<file path="src/rtl/product_accumulator_pkg.sv">
// product_accumulator_pkg: FSM state encodings and width helper shared by the
// product accumulator.
package product_accumulator_pkg;

    typedef enum logic {
        ST_ACCUM = 1'b0,
        ST_HOLD  = 1'b1
    } state_t;

    function automatic int clog2(input int n);
        int r;
        r = 0;
        while ((1 << r) < n) r++;
        return r;
    endfunction

endpackage

</file>
<file path="src/rtl/product_accumulator.sv">
// product_accumulator: sums COUNT multiplier products (or fewer on flush) and
// presents each batch sum, beat count and sticky overflow over valid/ready.
module product_accumulator
    import product_accumulator_pkg::*;
#(
    parameter int IN_W = 6,
    parameter int ACC_W = 10,
    parameter int COUNT = 8,
    localparam int CNT_W = clog2(COUNT + 1)
) (
    input  logic             clk,
    input  logic             rst_n,
    input  logic [IN_W-1:0]  in_data,
    input  logic             in_valid,
    output logic             in_ready,
    input  logic             flush,
    output logic [ACC_W-1:0] out_sum,
    output logic [CNT_W-1:0] out_count,
    output logic             out_ovf,
    output logic             out_valid,
    input  logic             out_ready
);

    state_t             state, state_nx;
    logic [ACC_W-1:0]   acc, sum, acc_nx;
    logic [CNT_W-1:0]   cnt, cnt_nx;
    logic               ovf, ovf_nx, carry, beat, close;

    assign in_ready = rst_n && (state == ST_ACCUM);
    assign beat = in_valid && in_ready;
    assign {carry, sum} = {1'b0, acc} + (ACC_W + 1)'(in_data);
    assign acc_nx = beat ? sum : acc;
    assign cnt_nx = beat ? cnt + CNT_W'(1) : cnt;
    assign ovf_nx = ovf | (beat & carry);
    // A flush only closes a batch that will hold at least one beat.
    assign close = (state == ST_ACCUM) &&
                   ((beat && cnt_nx == CNT_W'(COUNT)) || (flush && (cnt != '0 || beat)));

    always_comb begin
        state_nx = state;
        if (state == ST_ACCUM)
            state_nx = close ? ST_HOLD : ST_ACCUM;
        else
            state_nx = out_ready ? ST_ACCUM : ST_HOLD;
    end

    always_ff @(posedge clk) begin
        if (!rst_n) begin
            state     <= ST_ACCUM;
            acc       <= '0;
            cnt       <= '0;
            ovf       <= 1'b0;
            out_sum   <= '0;
            out_count <= '0;
            out_ovf   <= 1'b0;
            out_valid <= 1'b0;
        end else begin
            state <= state_nx;
            if (close) begin
                out_sum   <= acc_nx;
                out_count <= cnt_nx;
                out_ovf   <= ovf_nx;
                out_valid <= 1'b1;
                acc       <= '0;
                cnt       <= '0;
                ovf       <= 1'b0;
            end else begin
                acc <= acc_nx;
                cnt <= cnt_nx;
                ovf <= ovf_nx;
            end
            if (state == ST_HOLD && out_ready)
                out_valid <= 1'b0;
        end
    end

endmodule

</file>
<file path="config.mk">
export PLATFORM = sky130hd
export DESIGN_NAME = product_accumulator
export DESIGN_NICKNAME = d
export VERILOG_FILES = /design/src/rtl/product_accumulator_pkg.sv /design/src/rtl/product_accumulator.sv
export SDC_FILE = /design/constraint.sdc
export NUM_CORES = 1
export LEC_CHECK = 0
export CAP_MARGIN = 20
export CORE_MARGIN = 2
export CORE_UTILIZATION = 37
export CTS_CLUSTER_DIAMETER = 60
export CTS_CLUSTER_SIZE = 8
export DETAILED_ROUTE_END_ITERATION = 12
export PLACE_DENSITY_LB_ADDON = 0.05
export SYNTH_ARGS = -nofsm -noshare
export SYNTH_HDL_FRONTEND = slang
export SYNTH_SLANG_ARGS = --single-unit
</file>
<file path="constraint.sdc">
create_clock -name clk -period 2.5 [get_ports clk]
set_clock_uncertainty 0.1 [all_clocks]
set_input_delay 0.75 -clock clk [delete_from_list [all_inputs] [get_ports clk]]
set_output_delay 0.75 -clock clk [all_outputs]
set_load 0.01 [all_outputs]
</file>
-- Word-level counts from Yosys, hierarchy flattened
Cells that the tools add are included.
- $add $sub $neg: 2
- eq/ne operators: 1
- muxes and demuxes: 5
- bitwise logic cells: 4
- reductions and logical operators: 11
- operators with widths (cell ; number):
    10-bit by 6-bit adder with 11-bit output ; 1
    10-bit two-way mux ; 1
    1-bit logical AND ; 6
    4-bit by 1-bit adder with 4-bit output, second input constant ; 1
    4-bit == test, second input constant ; 1
    4-bit two-way mux ; 1
    4-bit nonzero test ; 1
    2-bit OR reduction ; 2
    1-bit two-way mux ; 3
    1-bit logical OR ; 2
    1-bit inverter ; 2
    1-bit AND ; 1
    1-bit bitwise OR ; 1
- register bits: 32
- logic and storage cells: 31

-- Depth between registers and ports, before layout
Gate-level depths: netlist of run 1.
- word-level depth: 10
- mapped depth: 8
- gate-level depth less buffers: 7

-- Least setup slack after synthesis of run 1
OpenSTA, ideal clock, no wires.
- path type: input-to-reg
- start: in in_data[0]
- end: reg out_sum[8]
- arrival: 2.241 ns
- data required time: 2.280 ns
- path slack: 0.040 ns
- stages on the path: 7
- path through: ha_1 fa_1 a211oi_1 o21bai_1 o211ai_1 xor2_1 o2bb2ai_2
- cells in the longest elaborated chain, start to end: 2
- ends and longest elaborated chain (item ; RTL line ; source):
    from (decl) ; product_accumulator.sv:13 ; input logic [IN_W-1:0] in_data,
    10-bit by 6-bit adder with 11-bit output ; product_accumulator.sv:31 ; assign {carry, sum} = {1'b0, acc} + (ACC_W + 1)'(in_data);
    10-bit two-way mux ; product_accumulator.sv:32 ; assign acc_nx = beat ? sum : acc;
    to (signal assigned) ; product_accumulator.sv:60 ; out_sum <= acc_nx;
    to (decl) ; product_accumulator.sv:17 ; output logic [ACC_W-1:0] out_sum,
Every way passes these cells.
A chain may end at the register's enable or synchronous reset.

-- Worst setup path in the final report of run 1
- start: in rst_n
- end: out in_ready
- cells in the longest elaborated chain, start to end: 1
- ends and longest elaborated chain (item ; RTL line ; source):
    from (decl) ; product_accumulator.sv:12 ; input logic rst_n,
    1-bit logical AND ; product_accumulator.sv:29 ; assign in_ready = rst_n && (state == ST_ACCUM);
    to (decl) ; product_accumulator.sv:15 ; output logic in_ready,
Every way passes these cells.

==> impl_metrics.yaml, run 1 <==
worst_hold_path:
  timing.hold.worst.class: "reg -> reg"
yosys:
  count_of_mapped_cells_out_of_synthesis: 151
  postSynthRegisterBits: 32
  yosys_warnings: 0
  synth_sequential_area_ratio: 0.4093
  synth_nets: 171
  netlist_area_sq_um: 1565
  ys_async_sr_fraction: 0
  yosys.cell_types.count: 40
  synth_enable_flop_cells: 0
  ys_dominant_reg_cell: "sky130_fd_sc_hd__dfxtp_1"
  syn_avg_cell_area_sq_um: 10.37
layout:
  post_route_cells_drive_above_1_share: 0.2475
  diodes: 0
  final_core_util: 0.5339
  layout-area-overhead-vs-synth_pct: 37.41
  final_net_count: 217
  layout.filler_cells: 374
detailed_routing:
  drt_first_pass_iters: 2
  avgViaCountPerCell: 4.875
  drc: 0
  detailed_route_wl_um: 3158
  dr_total_vias: 1209
  wire_length_per_cell_after_detailed_routing_um: 12.73
  ant_nets: 0
  detailedRoute.firstIterationViolations: 51
critical_path:
  critPathArrivalTime_ns: 1.59
  critical_path.startpoint_type: "input pin"
  timing.critical_path.required_ns: 1.65
  worstPathMaxFanout: 2
  critPathCaptureType: "output port"
  worstSetupPathType: "in -> out"
clock_tree:
  tritoncts.num_buffers: 5
  hold_buffers: 0
  worst_setup_hold_path_clk_slew_ns: 0.06
  cts_max_path_buffers: 2
  clock_insertion_delay_worst_skew_ns: 0.28
  clock_sinks: 32
  root_buffer: "sky130_fd_sc_hd__clkbuf_8"
  clock_tree_from_tritoncts: "yes"
  htree_levels: 2
sta:
  layout_worst_path_cycle_share: 0.9775
  min_period_ns: 2.444
  timing.max_slew.rel_slack: 0.8337
  final_max_slew_viol_count: 0
  worstMarginPinSlew_ns: 0.2425
  finalSetupViolations: 0
  smallest_hold_slack_ns: 0.3670
  max_freq_ghz: 0.4092
  unrepaired_setup_endpoints_after_global_routing: "false"
  report.final.hold_viol_count: 0
  finalSetupTns_ns: 0
pwr:
  cellLeakagePower_nw: 0.8480
  p_per_area_nw_per_um2: 611.1
  worst_ir_drop_on_vdd_uv: 329.7
  p_total_mw: 1.314
placed_design:
  place.gp.congestion: 0.7471
  dpl.hpwl_um: 2347
  count_of_buffers_inserted_at_the_top_level_ports: 27
global_routing:
  grt_start_max_net_pins: 13
  grt_first_pass_wirelength_um: 5395
  first_global_vias: 1178
  antenna_found_initial: 0
  total_gr_overflow: 0
  grt_usage: 0.1396
floorplanning:
  initial_core_util: 0.3885
  die-area_sq_um: 4767
  io_pins: 28
  floorplan.die.height_um: 69.04
  die-width_um: 69.04
  rows: 23
  fp.coreArea_sq_um: 4029
job:
  max_cap_violations: 0
status:
  outcome: "completed"
-- placed cells by master (no fill, tap or decap), types with 4 or more instances in the layout --
cell | netlist | layout
sky130_fd_sc_hd__o2bb2ai_2 | 10 | 10
sky130_fd_sc_hd__buf_4 | 2 | 17
sky130_fd_sc_hd__xor2_1 | 4 | 4
sky130_fd_sc_hd__a21oi_1 | 5 | 5
sky130_fd_sc_hd__nand2_1 | 8 | 8
sky130_fd_sc_hd__clkdlybuf4s50_1 | 0 | 25
sky130_fd_sc_hd__nor2_1 | 19 | 19
sky130_fd_sc_hd__xnor2_1 | 5 | 5
sky130_fd_sc_hd__mux2i_1 | 4 | 4
sky130_fd_sc_hd__clkbuf_8 | 0 | 7
sky130_fd_sc_hd__ha_1 | 8 | 7
sky130_fd_sc_hd__dfxtp_1 | 32 | 32
-- path summary, 6_finish.rpt --
kind / depth (start not counted) / from / slack [ns] / to
max: 3 / rst_n / 0.06 / in_ready
min: 1 / out_count[2]$_SDFFE_PN0P_ / 0.37 / out_count[2]$_SDFFE_PN0P_
max reg2reg: 7 / acc[0]$_SDFF_PP0_ / 0.51 / out_sum[8]$_SDFFE_PN0P_
min reg2reg: 1 / out_count[2]$_SDFFE_PN0P_ / 0.37 / out_count[2]$_SDFFE_PN0P_
-- per-stage QoR --
step	std cells	instance area (sq um)	worst slack [ns]
2_1_floorplan	151	1565	0.03953
3_3_place_gp	239	1987	-0.4988
3_5_place_dp	239	1987	-0.5175
4_1_cts	248	2137	0.03196
5_1_grt	248	2151	0.0001913
6_report	248	2151	0.05634
-- layer usage --
metal / GRT usage / part of all wire / wire [um] / vias to the layer above
met4: 0.05882 / 0.013 / 42 / 0
met1: 0.1920 / 0.52 / 1644 / 552
li1: - / - / - / 628
met2: 0.2051 / 0.43 / 1354 / 24
met5: 0 / 0 / 0 / -
met3: 0.03801 / 0.037 / 116 / 5
-- what timing repair did --
item / CTS / global route
pin swaps: 7 / 1
buffers inserted: 1 / 0
cloned: 0 / 0
setup endpoints to repair: 9 / 7
gates resized for setup: 9 / 5
-- worst max-delay path, cell delays in order --
cell and delay [ns]:
sky130_fd_sc_hd__clkdlybuf4s50_1 0.48, sky130_fd_sc_hd__nor2b_4 0.14, sky130_fd_sc_hd__clkdlybuf4s15_2 0.22
-- cell families (layout without fill, tap and decap cells) --
kind of cell               Yosys count  after routing  share of synthesized area
DFF                                 32             32                     0.4093
buffers and inverters                9             56                    0.03996
muxes                                4              4                    0.02558
adders and majority gates            9              9                    0.07674
AOI/OAI and AO/OA                   43             43                     0.2454
xor gates and xnor gates            10             10                    0.06075
and+or+nand+nor                     44             44                     0.1423
-- where the power goes --
group	total, mW	internal, mW	leakage, nW	switching, mW
clock	0.535	0.351	0.0645	0.184
sequential	0.549	0.530	0.259	0.0183
combinational	0.231	0.119	0.525	0.112
total	1.31	1.00	0.848	0.314
-- sequential cells by signal, indices dropped and copies added (netlist names) --
name,count
out_ovf,1
acc,10
ovf,1
state,1
out_sum,10
cnt,4
out_valid,1
out_count,4
-- Yosys cell counts (2+ instances only) --
library cell	instances	area [sq um]
sky130_fd_sc_hd__buf_2	2	10.01
sky130_fd_sc_hd__nor3b_1	2	15.01
sky130_fd_sc_hd__o21ai_0	5	25.02
sky130_fd_sc_hd__a211oi_1	3	22.52
sky130_fd_sc_hd__and2_1	3	18.77
sky130_fd_sc_hd__nor2b_1	2	12.51
sky130_fd_sc_hd__nor2_1	19	71.32
sky130_fd_sc_hd__dfxtp_1	32	640.6
sky130_fd_sc_hd__nand2b_1	3	18.77
sky130_fd_sc_hd__ha_1	8	100.1
sky130_fd_sc_hd__o2bb2ai_1	2	17.52
sky130_fd_sc_hd__buf_4	2	15.01
sky130_fd_sc_hd__o211ai_1	2	15.01
sky130_fd_sc_hd__a21o_1	2	15.01
sky130_fd_sc_hd__inv_1	3	11.26
sky130_fd_sc_hd__o21bai_1	2	15.01
sky130_fd_sc_hd__o2bb2ai_2	10	150.1
sky130_fd_sc_hd__mux2i_1	4	40.04
sky130_fd_sc_hd__xor2_1	4	35.03
sky130_fd_sc_hd__nand2_1	8	30.03
sky130_fd_sc_hd__a21oi_1	5	25.02
sky130_fd_sc_hd__nand3_1	3	15.01
sky130_fd_sc_hd__o21ai_1	2	10.01
sky130_fd_sc_hd__a22o_1	3	26.28
sky130_fd_sc_hd__xnor2_1	5	43.79
-- final cells by class --
cell class,instances,area [sq um],area share
clock inverter,1,30.03,0.01396
sequential,32,640.6,0.2978
inverter,3,11.26,0.005236
multi-input combinational,110,892.1,0.4148
clock buffer,7,96.34,0.04479
timing repair buffer,45,417.9,0.1943
tap,50,62.56,0.02909
Power figures use the tool's default switching activity.
==> run 2: changes to the inputs <==
- CORE_UTILIZATION: 37 -> 46
==> run 2 against run 1 <==
Net effect:
- power down 11%
- final area fell by 1.3%
- final cell count is 0.40% higher
- critical path depth unchanged
- clock-buffer cell count down 1
- via count increased by 4.7%
- hold slack better by 0.0077 ns
- clock power shrank 29%
- critical endpoint unchanged
- largest cell class unchanged
==> impl_metrics.yaml, run 2 (synthesis gave the netlist of run 1 again) <==
placed_design:
  count_of_buffers_inserted_at_the_top_level_ports: 27
  place.gp.congestion: 0.8673
  place_ws_ns: -0.4564
  placed_cells_incl_taps: 241
  dpl.hpwl_um: 2497
sta:
  final_max_slew_viol_count: 0
  worstMarginPinSlew_ns: 0.2797
  max_freq_ghz: 0.4045
  min_period_ns: 2.472
  finalSetupViolations: 0
  layout_worst_path_cycle_share: 0.9889
  unrepaired_setup_endpoints_after_global_routing: "false"
  postLayoutSetupSlackWorst_ns: 0.02775
  timing.max_slew.rel_slack: 0.8129
  report.final.hold_viol_count: 0
layout:
  layout.cells.most_common: "sky130_fd_sc_hd__dfxtp_1"
  diodes: 0
  final_cells: 249
  layout.filler_cells: 322
  layout-area-overhead-vs-synth_pct: 35.65
  final_net_count: 222
  layout.cells.most_common_list: "32 x sky130_fd_sc_hd__dfxtp_1, 25 x sky130_fd_sc_hd__clkdlybuf4s50_1, 22 x sky130_fd_sc_hd__buf_4"
  post_route_cells_drive_above_1_share: 0.2611
  largestRegisters: "acc x10, out_sum x10"
global_routing:
  antenna_found_initial: 0
  grt_first_pass_wirelength_um: 5740
  grt_usage: 0.1874
  first_global_vias: 1321
  grt_start_max_net_pins: 11
  total_gr_overflow: 0
critical_path:
  critPathArrivalTime_ns: 1.62
  worstPathMaxFanout: 2
  critical_path.startpoint_type: "input pin"
  worstSetupPathType: "in -> out"
  critPathCaptureType: "output port"
  timing.critical_path.required_ns: 1.65
detailed_routing:
  drc: 0
  dr_total_vias: 1266
  ant_nets: 0
  avgViaCountPerCell: 5.084
  wire_length_per_cell_after_detailed_routing_um: 13.13
  drt_first_pass_iters: 4
  detailed_route_wl_um: 3269
  detailedRoute.firstIterationViolations: 51
floorplanning:
  fp.coreArea_sq_um: 3311
  die-width_um: 62.33
  rows: 21
  die-area_sq_um: 3885
  floorplan.die.height_um: 62.33
  initial_core_util: 0.4728
  io_pins: 28
clock_tree:
  post_cts_setup_driven_buffer_insertion_count: 0
  tritoncts.num_buffers: 5
  worst_setup_hold_path_clk_slew_ns: 0.09
  root_buffer: "sky130_fd_sc_hd__clkbuf_4"
  hold_buffers: 0
  clock_sinks: 32
  htree_levels: 2
  clock_tree_from_tritoncts: "yes"
  clock_insertion_delay_worst_skew_ns: 0.33
  cts_max_path_buffers: 2
pwr:
  worst_ir_drop_on_vdd_uv: 325.6
  p_per_area_nw_per_um2: 548.3
  cellLeakagePower_nw: 0.8433
job:
  max_cap_violations: 0
worst_hold_path:
  timing.hold.worst.class: "reg -> reg"
status:
  outcome: "completed"
-- run 2: cell types whose count changed in the layout (fill, tap and decap cells not counted), sizes merged --
cell          delta
clkbuf           -1
dlygate4sd2      -1
clkinv           +1
buf              +5
dlymetal6s2s     +1
-- run 2: power breakdown --
part / leakage [nW] / switching [mW] / total (mW) / internal (mW)
combinational: 0.542 / 0.113 / 0.237 / 0.124
sequential: 0.259 / 0.0180 / 0.548 / 0.530
clock: 0.0422 / 0.169 / 0.379 / 0.210
-- run 2: routing by layer --
metal	vias to the layer above	share of wire	GRT usage
met5	-	0	0
met4	0	0.025	0.1056
met3	7	0.045	0.04710
met2	26	0.48	0.3043
met1	594	0.45	0.2265
li1	639	-	-
-- run 2: final timing paths --
path | from | end | slack (ns) | cells past startpoint
setup / recovery | rst_n | in_ready | 0.03 | 3
hold / removal | out_count[2]$_SDFFE_PN0P_ | out_count[2]$_SDFFE_PN0P_ | 0.37 | 1
setup reg to reg | acc[0]$_SDFF_PP0_ | acc[8]$_SDFF_PP0_ | 0.47 | 7
hold reg to reg | out_count[2]$_SDFFE_PN0P_ | out_count[2]$_SDFFE_PN0P_ | 0.37 | 1
-- run 2: final cells by class --
class                           instances  area [sq um]  share of cell area
Inverter                                3         11.26            0.005303
Sequential cell                        32         640.6              0.3017
Multi-Input combinational cell        110         887.1              0.4178
Clock buffer                            6         41.29             0.01945
Timing Repair Buffer                   50         450.4              0.2121
Clock inverter                          2         35.03             0.01650
Tap cell                               46         57.56             0.02711
-- run 2: worst max-delay path, cell delays in order --
cell and delay, ns:
sky130_fd_sc_hd__clkdlybuf4s50_1 0.48, sky130_fd_sc_hd__nor2b_2 0.16, sky130_fd_sc_hd__clkdlybuf4s15_2 0.23
-- run 2: what timing repair did --
item | 4_1_cts | 5_1_grt
hold endpoints to repair | 0 | 0
resized for setup | 8 | 7
pin swaps | 4 | 13
setup endpoints to repair | 7 | 11
-- run 2: metrics by stage --
step	utilization	hold slack, ns	setup TNS, ns	total power [mW]	area (sq um)
after floorplan	-	0.3783	0	0.6926	1565
after global placement	0.6085	0.3446	-6.078	0.7849	2014
after detailed placement	0.6085	0.3599	-6.500	0.7902	2014
after CTS	0.6372	0.3816	0	1.179	2110
after global routing	0.6413	0.3943	0	1.229	2123
final	0.6413	0.3748	0	1.164	2123
==> run 3: changes to the inputs <==
- CORE_UTILIZATION: 46 -> 55
- SLEW_MARGIN: default -> 20
- clock period: 2.5 -> 3 ns (I/O delays scaled with it)
==> run 3 against run 2 <==
Net effect:
- via count is 5.4% lower
- combinational power decreased by 24%
- power decreased by 18%
- setup slack improved by 0.16 ns
- sequential share of layout area grew 1.9 points
- clock-buffer cell count is the same
- sequential cell count did not move
- largest cell class unchanged
- die area is 15% lower
==> impl_metrics.yaml, run 3 (synthesis gave the netlist of run 1 again) <==
layout:
  post_route_cells_drive_above_1_share: 0.1684
  layout.cells.most_common_list: "32 x sky130_fd_sc_hd__dfxtp_1, 26 x sky130_fd_sc_hd__clkdlybuf4s50_1, 19 x sky130_fd_sc_hd__nor2_1"
  layout.filler_cells: 202
  layout.cells.most_common: "sky130_fd_sc_hd__dfxtp_1"
  final_net_count: 209
  diodes: 0
  layout-area-overhead-vs-synth_pct: 27.66
  largestRegisters: "acc x10, out_sum x10"
  final_cells: 221
critical_path:
  critPathArrivalTime_ns: 1.82
  critical_path.top_delay_family: "buffers and inverters"
  worstSetupPathType: "in -> out"
  critPathSlowestCell: "sky130_fd_sc_hd__clkdlybuf4s50_1"
  cp.depth: 3
  worstPathBufferInverterCount: 2
  worstPathMaxFanout: 2
  critical_path.startpoint_type: "input pin"
  crit_path_cell_trace: "clkdlybuf4s50_1 > nor2b_1 > dlygate4sd2_1"
  reg2reg_depth: 7
  critPathCaptureType: "output port"
  timing.critical_path.required_ns: 2.00
  critPathMaxStageDelay_ns: 0.47
detailed_routing:
  avgViaCountPerCell: 5.421
  dr_total_vias: 1198
  drt_first_pass_iters: 4
  drc: 0
  detailed_route_wl_um: 2988
  ant_nets: 0
  wire_length_per_cell_after_detailed_routing_um: 13.52
  detailedRoute.firstIterationViolations: 39
clock_tree:
  clock_sinks: 32
  tritoncts.num_buffers: 5
  hold_buffers: 0
  clock_insertion_delay_worst_skew_ns: 0.34
  htree_levels: 2
  worst_setup_hold_path_clk_slew_ns: 0.09
  post_cts_setup_driven_buffer_insertion_count: 0
  cts_max_path_buffers: 2
  root_buffer: "sky130_fd_sc_hd__clkbuf_4"
  clock_tree_from_tritoncts: "yes"
sta:
  min_period_ns: 2.815
  report.final.hold_viol_count: 0
  finalSetupViolations: 0
  final_max_slew_viol_count: 0
  timing.max_slew.rel_slack: 0.7211
  unrepaired_setup_endpoints_after_global_routing: "false"
  worstMarginPinSlew_ns: 0.4183
  layout_worst_path_cycle_share: 0.9383
  max_freq_ghz: 0.3552
global_routing:
  first_global_vias: 1178
  met2_usage: 0.3247
  grt_usage: 0.2068
  top_usage_layer: "met2"
  total_gr_overflow: 0
  met3_usage: 0.09297
  grt_use_met1: 0.2425
  grt_first_pass_wirelength_um: 5099
  grt_start_max_net_pins: 19
  antenna_found_initial: 0
floorplanning:
  io_pins: 28
  die-area_sq_um: 3288
  initial_core_util: 0.5725
  fp.coreArea_sq_um: 2734
  floorplan.die.height_um: 57.35
  die-width_um: 57.35
  rows: 19
pwr:
  fraction_of_power_consumed_by_combinational_cells: 0.188
  cellLeakagePower_nw: 0.7831
  worst_ir_drop_on_vdd_uv: 444.9
  swShare: 0.2594
  power_frac_clock: 0.333
  p_total_mw: 0.9531
  intPower_mw: 0.7059
  power.net_switching_mw: 0.2472
  power_frac_seq: 0.478
  p_per_area_nw_per_um2: 477.0
placed_design:
  dpl.hpwl_um: 2229
  place.gp.congestion: 0.8041
  count_of_buffers_inserted_at_the_top_level_ports: 27
  placed_cells_incl_taps: 213
status:
  outcome: "completed"
job:
  max_cap_violations: 0
worst_hold_path:
  hold-path-cell-count: 1
  timing.hold.worst.class: "reg -> reg"
==> run 3: changes by cell type in the layout (fill, tap and decap cells not counted), sizes merged <==
cell / change
buf: -13
clkdlybuf4s15: -1
clkdlybuf4s50: +1
dlygate4sd2: +1
dlymetal6s2s: -1
==> run 3: power groups by stage <==
stage                     combinational (mW)  sequential [mW]  clock (mW)
after global placement                 0.173            0.464           0
after detailed placement               0.180            0.466           0
final                                  0.180            0.456       0.318
after global routing                   0.198            0.458       0.345
after CTS                              0.180            0.456       0.326
after floorplan                        0.112            0.465           0
==> run 3: cell type report <==
type | count | area (sq um) | share of cell area
sequential | 32 | 640.6 | 0.3206
clock buffer | 6 | 41.29 | 0.02066
timing repair buffer | 37 | 369.1 | 0.1847
inverter | 3 | 11.26 | 0.005636
multi-input combinational | 110 | 862.1 | 0.4314
tap | 31 | 38.79 | 0.01941
clock inverter | 2 | 35.03 | 0.01753
==> run 3: path summary, 6_finish.rpt <==
path                                start                 endpoint  slack [ns]
setup / recovery                    rst_n                 in_ready        0.18
hold / removal    out_sum[0]$_SDFFE_PN0P_  out_sum[0]$_SDFFE_PN0P_        0.37
setup reg to reg        acc[0]$_SDFF_PP0_  out_sum[8]$_SDFFE_PN0P_        0.90
hold reg to reg   out_sum[0]$_SDFFE_PN0P_  out_sum[0]$_SDFFE_PN0P_        0.37
==> run 3: layer usage <==
layer	vias up	wire [um]
met5	-	0
met3	8	161
met1	547	1366
li1	615	-
met4	0	61
met2	28	1399
==> run 3: what timing repair did <==
| item | CTS | global route |
|---|---|---|
| setup endpoints to repair | 1 | 0 |
| resized for setup | 1 | 0 |
| endpoints found under the hold margin | 0 | 0 |
==> run 3: stage by stage <==
step / hold WS, ns / area, sq um / worst slack [ns] / util / setup TNS, ns
floorplan: 0.3783 / 1565 / 0.3895 / - / 0
global placement: 0.3423 / 1923 / -0.1025 / 0.7034 / -0.4142
detailed placement: 0.3460 / 1923 / -0.1233 / 0.7034 / -0.6314
CTS: 0.3722 / 1998 / 0.1786 / 0.7309 / 0
global route: 0.3825 / 1998 / 0.1113 / 0.7309 / 0
finish: 0.3706 / 1998 / 0.1850 / 0.7309 / 0
